**src/rtl/sid_cfg_ctrl_pkg.sv**
```systemverilog
// Shared types and constants for the SID configuration controller (package sid).
// Holds the config record, state encoding, unlock key and register offsets.
package sid;

   typedef enum logic {
      MOS6581 = 1'b0,
      MOS8580 = 1'b1
   } model_e;

   // bit 0 is never stored in the shadow map, so only even encodings exist
   typedef enum logic [2:0] {
      D400 = 3'd0,
      D500 = 3'd2,
      DE00 = 3'd4,
      DF00 = 3'd6
   } addr_e;

   typedef struct packed {
      model_e             model;
      addr_e              addr;
      logic [8:0]         fc_base;
      logic signed [10:0] fc_offset;
   } cfg_t;

   localparam int PHI2_RISE = 0;
   localparam int PHI1_PHI2 = 1;
   localparam int PHI2_FALL = 2;
   localparam int PHI2_PHI1 = 3;
   typedef logic [3:0] phase_t;

   typedef enum logic [1:0] {
      LOCKED  = 2'd0,
      OPEN    = 2'd1,
      PENDING = 2'd2
   } cfg_ctrl_state_e;

   localparam logic [4:0][7:0] CFG_KEY = {8'h50, 8'h49, 8'h44, 8'h45, 8'h52};
   localparam logic [7:0] CFG_CMD_COMMIT = 8'h43;
   localparam logic [7:0] CFG_CMD_LOCK   = 8'h4C;
   localparam logic [4:0] CFG_REG_INDEX  = 5'h1D;
   localparam logic [4:0] CFG_REG_DATA   = 5'h1E;
   localparam logic [4:0] CFG_REG_KEY    = 5'h1F;

   function automatic logic [7:0] cfg_byte(input cfg_t c, input logic [1:0] sel);
      logic [7:0] b;
      case (sel)
         2'd0:    b = {4'b0000, c.fc_base[8], c.addr[2:1], c.model};
         2'd1:    b = c.fc_base[7:0];
         2'd2:    b = c.fc_offset[7:0];
         2'd3:    b = {5'b00000, c.fc_offset[10:8]};
         default: b = 8'h00;
      endcase
      return b;
   endfunction

   function automatic cfg_t cfg_write(input cfg_t c, input logic [1:0] sel,
                                      input logic [7:0] d, input logic addr_lock);
      cfg_t r;
      r = c;
      case (sel)
         2'd0: begin
            r.model      = model_e'(d[0]);
            r.fc_base[8] = d[3];
            if (!addr_lock) r.addr = addr_e'({d[2:1], 1'b0});
            else            r.addr = c.addr;
         end
         2'd1:    r.fc_base[7:0]    = d;
         2'd2:    r.fc_offset[7:0]  = d;
         2'd3:    r.fc_offset[10:8] = d[2:0];
         default: r = c;
      endcase
      return r;
   endfunction

endpackage

```
**src/rtl/sid_cfg_ctrl_if.sv**
```systemverilog
// Register bus between the CPU-side decoder and the SID configuration controller.
interface sid_cfg_ctrl_if;
   logic       cs;
   logic       we;
   logic [4:0] addr;
   logic [7:0] data_i;
   logic [7:0] data_o;
   logic       data_oe;

   modport master (output cs, we, addr, data_i, input data_o, data_oe);
   modport slave  (input cs, we, addr, data_i, output data_o, data_oe);
endinterface

```
**src/rtl/sid_cfg_ctrl_unlock.sv**
```systemverilog
// Tracks progress through the 5-byte unlock key; match_done flags the final correct byte.
module sid_cfg_unlock
   import sid::*;
(
   input  logic       clk,
   input  logic       rst_n,
   input  logic       clr,
   input  logic       key_we,
   input  logic [7:0] key_byte,
   output logic       match_done
);

   logic [2:0] progress_r;
   logic [2:0] progress_nxt_s;
   logic       hit_s;

   assign hit_s      = (key_byte == CFG_KEY[progress_r]);
   assign match_done = key_we & hit_s & (progress_r == 3'd4);

   // next progress: advance on a hit, restart (counting a fresh 'R') on a miss
   always_comb begin
      progress_nxt_s = progress_r;
      if (clr || match_done) begin
         progress_nxt_s = 3'd0;
      end else if (key_we) begin
         if (hit_s)                   progress_nxt_s = progress_r + 3'd1;
         else if (key_byte == CFG_KEY[0]) progress_nxt_s = 3'd1;
         else                         progress_nxt_s = 3'd0;
      end else begin
         progress_nxt_s = progress_r;
      end
   end

   // progress register
   always_ff @(posedge clk or negedge rst_n) begin
      if (!rst_n) progress_r <= 3'd0;
      else        progress_r <= progress_nxt_s;
   end

endmodule

```
**src/rtl/sid_cfg_ctrl.sv**
```systemverilog
// Keyed configuration controller for two SID cores; shadow edits commit when pipelines idle.
// Optional readback of the shadow map is built when SID_CFG_READBACK_EN is defined.
module sid_cfg_ctrl
   import sid::*;
#(
   parameter cfg_t SID1_CFG_DEFAULT = '{MOS6581, D400, 9'd250, 11'sd0},
   parameter cfg_t SID2_CFG_DEFAULT = '{MOS8580, DE00, 9'd250, 11'sd0},
   parameter int   TIMEOUT_BITS     = 16
)(
   input  logic                  clk,
   input  logic                  rst_n,
   input  phase_t                phase,
   sid_cfg_ctrl_if.slave         bus,
   input  logic                  pipe_idle,
   output cfg_t                  sid1_cfg,
   output cfg_t                  sid2_cfg,
   output logic                  commit_o,
   output logic                  open_o
);

   localparam logic [TIMEOUT_BITS-1:0] TMR_MAX = '1;

   cfg_ctrl_state_e           state_r, state_nxt_s;
   logic [2:0]                index_r, index_nxt_s;
   cfg_t                      shadow1_r, shadow1_nxt_s;
   cfg_t                      shadow2_r, shadow2_nxt_s;
   cfg_t                      cfg1_r, cfg1_nxt_s;
   cfg_t                      cfg2_r, cfg2_nxt_s;
   logic [TIMEOUT_BITS-1:0]   timer_r, timer_nxt_s;
   logic                      commit_r, commit_nxt_s;
   logic                      open_r;
   logic                      wr_s, wr_idx_s, wr_data_s, wr_key_s;
   logic                      accept_s, tick_s, expired_s, match_done_s;
   logic                      unused_phase_s;

   assign wr_s      = bus.cs & bus.we;
   assign wr_idx_s  = wr_s & (bus.addr == CFG_REG_INDEX);
   assign wr_data_s = wr_s & (bus.addr == CFG_REG_DATA);
   assign wr_key_s  = wr_s & (bus.addr == CFG_REG_KEY);
   assign tick_s    = phase[PHI1_PHI2];
   assign unused_phase_s = ^phase;

   sid_cfg_unlock u_unlock (
      .clk        (clk),
      .rst_n      (rst_n),
      .clr        (state_r != LOCKED),
      .key_we     (wr_key_s & (state_r == LOCKED)),
      .key_byte   (bus.data_i),
      .match_done (match_done_s)
   );

   // inactivity timer: cleared by accepted writes in OPEN, saturates so PENDING can defer the lock
   always_comb begin
      accept_s    = (state_r == OPEN) & (wr_idx_s | wr_data_s | wr_key_s);
      timer_nxt_s = timer_r;
      if (state_r == LOCKED || accept_s) begin
         timer_nxt_s = '0;
      end else if (tick_s && timer_r != TMR_MAX) begin
         timer_nxt_s = timer_r + 1'b1;
      end else begin
         timer_nxt_s = timer_r;
      end
      expired_s = (timer_nxt_s == TMR_MAX);
   end

   // state machine, shadow edits and commit
   always_comb begin
      state_nxt_s   = state_r;
      index_nxt_s   = index_r;
      shadow1_nxt_s = shadow1_r;
      shadow2_nxt_s = shadow2_r;
      cfg1_nxt_s    = cfg1_r;
      cfg2_nxt_s    = cfg2_r;
      commit_nxt_s  = 1'b0;
      case (state_r)
         LOCKED: begin
            if (match_done_s) begin
               state_nxt_s   = OPEN;
               index_nxt_s   = 3'd0;
               shadow1_nxt_s = cfg1_r;
               shadow2_nxt_s = cfg2_r;
            end else begin
               state_nxt_s = LOCKED;
            end
         end
         OPEN: begin
            if (wr_idx_s) begin
               index_nxt_s = bus.data_i[2:0];
            end else if (wr_data_s) begin
               if (index_r[2]) shadow2_nxt_s = cfg_write(shadow2_r, index_r[1:0], bus.data_i, 1'b0);
               else            shadow1_nxt_s = cfg_write(shadow1_r, index_r[1:0], bus.data_i, 1'b1);
               index_nxt_s = index_r + 3'd1;
            end else if (wr_key_s) begin
               if (bus.data_i == CFG_CMD_COMMIT)    state_nxt_s = PENDING;
               else if (bus.data_i == CFG_CMD_LOCK) state_nxt_s = LOCKED;
               else                                 state_nxt_s = OPEN;
            end else if (expired_s) begin
               state_nxt_s = LOCKED;
            end else begin
               state_nxt_s = OPEN;
            end
         end
         PENDING: begin
            if (pipe_idle) begin
               cfg1_nxt_s   = shadow1_r;
               cfg2_nxt_s   = shadow2_r;
               commit_nxt_s = 1'b1;
               state_nxt_s  = expired_s ? LOCKED : OPEN;
            end else begin
               state_nxt_s = PENDING;
            end
         end
         default: begin
            state_nxt_s = LOCKED;
         end
      endcase
   end

   // state and datapath registers
   always_ff @(posedge clk or negedge rst_n) begin
      if (!rst_n) begin
         state_r   <= LOCKED;
         index_r   <= 3'd0;
         shadow1_r <= SID1_CFG_DEFAULT;
         shadow2_r <= SID2_CFG_DEFAULT;
         cfg1_r    <= SID1_CFG_DEFAULT;
         cfg2_r    <= SID2_CFG_DEFAULT;
         timer_r   <= '0;
         commit_r  <= 1'b0;
         open_r    <= 1'b0;
      end else begin
         state_r   <= state_nxt_s;
         index_r   <= index_nxt_s;
         shadow1_r <= shadow1_nxt_s;
         shadow2_r <= shadow2_nxt_s;
         cfg1_r    <= cfg1_nxt_s;
         cfg2_r    <= cfg2_nxt_s;
         timer_r   <= (state_nxt_s == LOCKED) ? '0 : timer_nxt_s;
         commit_r  <= commit_nxt_s;
         open_r    <= (state_nxt_s != LOCKED);
      end
   end

   assign sid1_cfg = cfg1_r;
   assign sid2_cfg = cfg2_r;
   assign commit_o = commit_r;
   assign open_o   = open_r;

`ifdef SID_CFG_READBACK_EN
   assign bus.data_oe = bus.cs & (bus.addr == CFG_REG_DATA) & open_r;
   assign bus.data_o  = index_r[2] ? cfg_byte(shadow2_r, index_r[1:0])
                                   : cfg_byte(shadow1_r, index_r[1:0]);
`else
   assign bus.data_oe = 1'b0;
   assign bus.data_o  = 8'h00;
`endif

endmodule

```
**src/flat_wrapper.sv**
```systemverilog
// flat-port wrapper written by rule: the top's interface ports become plain ports
module sid_cfg_ctrl_flat import sid::*;
#(
   parameter cfg_t SID1_CFG_DEFAULT = '{MOS6581, D400, 9'd250, 11'sd0},
   parameter cfg_t SID2_CFG_DEFAULT = '{MOS8580, DE00, 9'd250, 11'sd0},
   parameter int   TIMEOUT_BITS     = 16
)
  (clk, rst_n, phase, pipe_idle, sid1_cfg, sid2_cfg, commit_o, open_o, bus_cs, bus_we, bus_addr, bus_data_i, bus_data_o, bus_data_oe);
  sid_cfg_ctrl_if bus_i ();
  input  logic clk;
  input  logic rst_n;
  input  phase_t phase;
  input  logic pipe_idle;
  output cfg_t sid1_cfg;
  output cfg_t sid2_cfg;
  output logic commit_o;
  output logic open_o;
  input wire logic [$bits(bus_i.cs)-1:0] bus_cs;
  input wire logic [$bits(bus_i.we)-1:0] bus_we;
  input wire logic [$bits(bus_i.addr)-1:0] bus_addr;
  input wire logic [$bits(bus_i.data_i)-1:0] bus_data_i;
  output wire logic [$bits(bus_i.data_o)-1:0] bus_data_o;
  output wire logic [$bits(bus_i.data_oe)-1:0] bus_data_oe;
  assign bus_i.cs = bus_cs;
  assign bus_i.we = bus_we;
  assign bus_i.addr = bus_addr;
  assign bus_i.data_i = bus_data_i;
  assign bus_data_o = bus_i.data_o;
  assign bus_data_oe = bus_i.data_oe;
  sid_cfg_ctrl #(.SID1_CFG_DEFAULT(SID1_CFG_DEFAULT), .SID2_CFG_DEFAULT(SID2_CFG_DEFAULT), .TIMEOUT_BITS(TIMEOUT_BITS)) u_core (.clk(clk), .rst_n(rst_n), .phase(phase), .bus(bus_i), .pipe_idle(pipe_idle), .sid1_cfg(sid1_cfg), .sid2_cfg(sid2_cfg), .commit_o(commit_o), .open_o(open_o));
endmodule
```
**config.mk**
```make
export PLATFORM = sky130hd
export DESIGN_NAME = sid_cfg_ctrl_flat
export DESIGN_NICKNAME = d
export VERILOG_FILES = /design/src/rtl/sid_cfg_ctrl_pkg.sv /design/src/rtl/sid_cfg_ctrl_if.sv /design/src/rtl/sid_cfg_ctrl_unlock.sv /design/src/rtl/sid_cfg_ctrl.sv /design/src/flat_wrapper.sv
export SDC_FILE = /design/constraint.sdc
export NUM_CORES = 1
export LEC_CHECK = 0
export ABC_AREA = 1
export CAP_MARGIN = 20
export CORE_ASPECT_RATIO = 1.2
export CORE_UTILIZATION = 54
export CTS_BUF_LIST = sky130_fd_sc_hd__clkbuf_16
export DETAILED_ROUTE_END_ITERATION = 7
export DONT_BUFFER_PORTS = 1
export GPL_TIMING_DRIVEN = 0
export PLACE_DENSITY = 0.7
export SLEW_MARGIN = 40
export SYNTH_ARGS = -nofsm -noshare
export SYNTH_HDL_FRONTEND = slang
export SYNTH_SLANG_ARGS = --single-unit
```
**constraint.sdc**
```tcl
create_clock -name clk -period 3.1 [get_ports clk]
set_clock_uncertainty 0.1 [all_clocks]
set_input_delay 0.62 -clock clk [delete_from_list [all_inputs] [get_ports clk]]
set_output_delay 0.62 -clock clk [all_outputs]
set_load 0.01 [all_outputs]
```
# [After elaboration in Yosys (flattened, before gate mapping)]
# Memory sizes are Yosys's and may differ from the RTL's.
# Cells that the tools add are included.
[word_totals] romBits=64 ff_bits=122 mem_count=1 inputBits=22 word_cells=126 output_inout_bits=59
[memory_table] memory="(name not given)" words=8 width=8 read_ports=1 rd_ports_with_merged_regs=0 wr=0 line="sid_cfg_ctrl_unlock.sv:17" source="assign hit_s = (key_byte == CFG_KEY[progress_r]);"
[op_classes] bitwise_logic=11 eq_ne=25 n_mux=38 order_cmp=1 n_reduce_logical=21 n_addsub=3
[op_table] cell="two-way mux 24 bit" n=8
[op_table] cell="one-hot mux 24 bit (2 select lines)" n=2
[op_table] cell="two-way mux 16 bit" n=3
[op_table] cell="AND reduction 6 bit" n=8
[op_table] cell="== test 8 x 7 -> 1 bit (second input constant)" n=3
[op_table] cell="two-way mux 8 bit" n=3
[op_table] cell="two-way mux 3 bit" n=7
[op_table] cell="adder 16 x 1 -> 16 bit (second input constant)" n=1
[op_table] cell="== test 16 bit (second input constant)" n=1
[op_table] cell="!= test 16 bit (second input constant)" n=1
[op_table] cell="== test 5 bit (second input constant)" n=3
[op_table] cell="!= test 2 bit (second input constant)" n=7
[op_table] cell="two-way mux 2 bit" n=5
[op_table] cell="two-way mux 5 bit" n=2
[op_table] cell="AND 1 bit" n=8
[op_table] cell="== test 8 bit" n=1
[op_table] cell="nonzero test 2 bit" n=4
[op_table] cell="adder 3 x 1 -> 3 bit (second input constant)" n=2
[op_table] cell="== test 2 bit (second input constant)" n=3
[op_table] cell="zero test 2 bit" n=3
[op_table] cell="two-way mux 1 bit" n=6
[op_table] cell="one-hot mux 2 bit (3 select lines)" n=1
[op_table] cell="one-hot mux 3 bit (2 select lines)" n=1
[op_table] cell="AND reduction 3 bit" n=2
[op_table] cell="10 further kinds" n=14

# [Depth between registers and ports, before layout]
[logic_depth] word_depth=15 depth_mapped=21 depth_no_buf=19

# [Hierarchy]
# A second synthesis with hierarchy kept.
[hier_totals] cells_unflattened=801 hier_area_um2=6302.3
[by_module_without_submodules] module="sid_cfg_ctrl" area_each_um2=5883.1 cells_per_inst=727 seq_area_each_um2=3012.9 instances=1
[by_module_without_submodules] module="sid_cfg_unlock" area_each_um2=419.2 cells_per_inst=74 seq_area_each_um2=75.1 instances=1

# [Least setup slack after synthesis]
# Ideal clock, no wire load.
[synth_path] path_kind="register -> register" startpoint="reg u_core.u_unlock.progress_r[0]" endpoint="reg u_core.shadow2_r[4] (netlist bit)" arrival_ns=2.264 setup_ns=0.117 required_time_ns=2.883 path_buffers=1 slack_ns=0.618 period_less_slack_ns=2.482 stages_incl_launch_ff=13 cell_sequence="dfrtp_1 ha_1 ha_1 xor2_1 nor4_2 nand4_1 nor2_4 nor3_1 nor2_2 o2111ai_2 buf_4 nand2_1 o21ai_2"
[synth_via] elab_chain_len=7 elab_cells_between_ends=8 cone_classes="eq/ne (3); mux (1); bitwise (2); reduce/logical (1); memory (1)"
[synth_lines] item="from (decl)" line="sid_cfg_ctrl_unlock.sv:13" source="logic [2:0] progress_r;"
[synth_lines] item="from (signal assigned)" line="sid_cfg_ctrl_unlock.sv:37" source="else progress_r <= progress_nxt_s;"
[synth_lines] item="memory read (8 x 8 bit)"
[synth_lines] item="two-way mux 8 bit (implied by the code)" line="sid_cfg_ctrl_unlock.sv:17"
[synth_lines] item="== test 8 bit" line="sid_cfg_ctrl_unlock.sv:17"
[synth_lines] item="AND 1 bit" line="sid_cfg_ctrl_unlock.sv:18" source="assign match_done = key_we & hit_s & (progress_r == 3'd4);"
[synth_lines] item="AND 1 bit *" line="sid_cfg_ctrl_unlock.sv:18"
[synth_lines] item="!= test 2 bit (no line) *"
[synth_lines] item="AND reduction 6 bit (no line) *"
[synth_lines] item="to (signal assigned)" line="sid_cfg_ctrl.sv:135" source="shadow2_r <= shadow2_nxt_s;"
[synth_lines] item="to (decl)" line="sid_cfg_ctrl.sv:26" source="cfg_t shadow2_r, shadow2_nxt_s;"
# Every way passes the cells marked *; elsewhere a longest branch is shown, timed or not. The select of a mux whose other input is x is not followed.
# A chain may end at the register's enable or synchronous reset.

# [Worst setup path after layout]
[layout_path] startpoint="reg u_core.u_unlock.progress_r[0]" endpoint="reg u_core.shadow1_r[0] (netlist bit)"
[layout_via] elab_chain_len=7 elab_cells_between_ends=8 cone_classes="eq/ne (3); mux (1); bitwise (2); reduce/logical (1); memory (1)"
[layout_lines] item="memory read (8 x 8 bit)"
[layout_lines] item="two-way mux 8 bit (implied by the code)" line="sid_cfg_ctrl_unlock.sv:17"
[layout_lines] item="== test 8 bit" line="sid_cfg_ctrl_unlock.sv:17"
[layout_lines] item="AND 1 bit" line="sid_cfg_ctrl_unlock.sv:18"
[layout_lines] item="AND 1 bit *" line="sid_cfg_ctrl_unlock.sv:18"
[layout_lines] item="!= test 2 bit (no line) *"
[layout_lines] item="AND reduction 6 bit (no line) *"
[layout_lines] item="to (signal assigned)" line="sid_cfg_ctrl.sv:134" source="shadow1_r <= shadow1_nxt_s;"
[layout_lines] item="to (decl)" line="sid_cfg_ctrl.sv:25" source="cfg_t shadow1_r, shadow1_nxt_s;"
# Marks and branches as above.

==> results.ini <==
[status]
status = finished, violations left
violations = hold timing

[routing]
drtPass1Iterations = 4
ant_nets = 0
wire_per_inst_um = 15.8
routed_wl_um = 15600
drt-initial-drc-count = 377
via_per_inst = 5.30
drc = 0
vias = 5235

[synthesis]
yosysSeqAreaShare_pct = 48.8
ys_seq_elements = 122
synth.top_cell.area_share_pct = 37.1
ys.warnings.count = 0
synth_top_cell_by_area = dfrtp_1
synth_edf_count = 0
syn_avg_cell_area_sq_um = 8.00
synth_flop_cell = dfrtp_1
ys_async_sr_fraction_pct = 100
synthTopCellsByCount = nand2_1 (266), inv_1 (97), dfrtp_1 (94), o21ai_0 (50), nor2_1 (42)
synthTopCellsByArea = dfrtp_1 (37%), nand2_1 (16%), dfstp_2 (12%)
yosysMostFrequentCell = nand2_1
syn_inst = 792
syn_area_sq_mm = 0.00633
yosys.cell_types.count = 47

[clock_network]
cts_max_path_buffers = 2
clkTransAtPathRegs_ps = 60
clock_sinks = 122
cts_root_buf = clkbuf_16
cts-htree-levels = 4
clk_latency_ps = 420
cts_tree = yes
cts_buffers = 17

[cells_and_area]
antenna_cells = 0
finalInstanceArea_sq_mm = 0.00711
areaGrowthSynthToFinish_pct = 12.2
n_fill_cell = 1001
drive_above_1_share_pct = 15.7
final_cells = 988
finish.utilization_pct = 63.2
fin_nets = 851

[place]
place_hpwl_um = 10800
dp_slack_ps = 149
portBuffers = 0
detailed_place.area_sq_mm = 0.00656
dpl.cell_count = 954
gp_routability_congestion = 0.888

[setup_path]
crit_type = flip-flop to flip-flop
worstReg2RegStart = u_core.u_unlock.progress_r[0]
cp.arrival_ps = 3060
startpoint = u_core.u_unlock.progress_r[0]
cp-start-kind = flip-flop
end_kind = flip-flop
cp_max_fo = 10
cp_data_required_time_ps = 3300

[floorplanning]
rows = 42
core_area_sq_mm = 0.0112
initial_core_util_pct = 56.3
fp.dieArea_sq_mm = 0.0122
die_w_um = 101
boundaryPins = 81
fp.dieH_um = 121

[global_route]
antenna_found_initial = 0
grt_start_max_net_pins = 123
grt_pass1_vias = 5105
grt_usage_pct = 27.9
grt-ovfl-total = 0
grt_pass1_wl_um = 25700

[sta]
fin_crit_sh_pct = 92.0
finalSetupViolations = 0
maxSlewViolCount = 0
rsz0062_at_grt = false
period_minus_slack_ps = 2850
relSlewSlack_pct = 57.6
fin_hold_ws_ps = -210
setup_tns_ps = 0
timing.final.ws_setup_ps = 247
max_freq_ghz = 0.350
worstMarginPinSlew_ps = 630
final-hold-violation-count = 94

[power]
swShare_pct = 22.7
leakagePower_nw = 3.49
power_mw = 3.56
pwr-share-seq_pct = 46.6
switchingPower_mw = 0.807
intPower_mw = 2.75
clkPwrFrac_pct = 50.3
peakVddDrop_mv = 0.461
powerDensity_mw_per_mm2 = 501
p_comb_share_pct = 3.1

[hold_path]
hp-class = input pin to async pin

[run]
maxCapViolations = 0

cell families after synthesis:
logic type	after synthesis	share of synthesized area [%]
flops	122	48.8
buf+inv	137	9.27
compound gates	127	12.5
xor+xnor	3	0.415
other cells	1	0.0592
mux	2	0.356
fa+ha+maj	8	1.58
simple gates	392	27.1
layer usage:
metal,vias to the layer above,routed length (um),track usage [%]
met5,-,0,0
met4,0,458,11.3
met2,150,7540,45.0
met1,2500,6640,34.7
met3,36,1010,8.44
li1,2549,-,-
state kept, by name (all words and copies together) (netlist names):
register	flops
u_core.u_unlock.progress_r	3
u_core.shadow2_r	24
u_core.shadow1_r	24
u_core.timer_r	16
u_core.open_o	1
u_core.sid1_cfg	24
u_core.commit_o	1
u_core.sid2_cfg	24
u_core.state_r	2
u_core.index_r	3
power by group through the flow:
stage	combinational, mW	clock (mW)	sequential (mW)
6_report	0.110	1.79	1.66
5_1_grt	0.128	1.88	1.66
4_1_cts	0.109	1.81	1.66
3_5_place_dp	0.107	0	1.69
3_3_place_gp	0.103	0	1.69
2_1_floorplan	0.0905	0	1.68
area by class of cell:
type	instances	area, sq um	area share (%)
plain buffers	35	203	2.85
clock buffers	17	425	5.99
flip-flops and latches	122	3090	43.5
multi-input cells	541	2690	37.8
well taps	154	193	2.71
repair buffers	2	15.0	0.211
inverters	102	384	5.40
clock inverters	15	111	1.57
timing repair:
action | 4_1_cts | 5_1_grt
setup buffers | 0 | 2
endpoints found under the setup margin | 0 | 10
gates resized for setup | 0 | 0
hold endpoints to repair | 122 | 122
path summary, 6_finish.rpt:
| check | end | slack, ps | cells after the start |
|---|---|---|---|
| max in group asynchronous | u_core.sid2_cfg[12] | 2840 | 0 |
| min in group clk | u_core.state_r[1] | 330 | 3 |
| hold reg to reg | u_core.shadow2_r[23] | 370 | 2 |
| setup / recovery | u_core.shadow1_r[0] | 250 | 12 |
| setup reg to reg | u_core.shadow1_r[0] | 250 | 12 |
| hold / removal | u_core.timer_r[11] | -210 | 0 |
worst max-delay path, cell delays in order, from the launching register on:
cell,delay [ps]
dfrtp_1,400
ha_1,220
ha_1,200
xor2_1,150
nor4_2,250
nand4_1,210
nor2_4,240
nor3_1,110
nor2_2,150
nand4_2,230
buf_2,280
o21ai_1,140
inv_1,60
cells in the final DEF, fill, tap and decap left out, drive strengths merged, types with 8 or more instances in the layout:
| cell type | count |
|---|---|
| nand2 | 276 |
| inv | 100 |
| dfrtp | 94 |
| o21ai | 69 |
| nor2 | 53 |
| nand3 | 44 |
| a21oi | 34 |
| clkbuf | 33 |
| dfstp | 28 |
| buf | 21 |
| clkinv | 13 |
| conb | 9 |
| ha | 8 |
(Power assumes the default switching activity.)
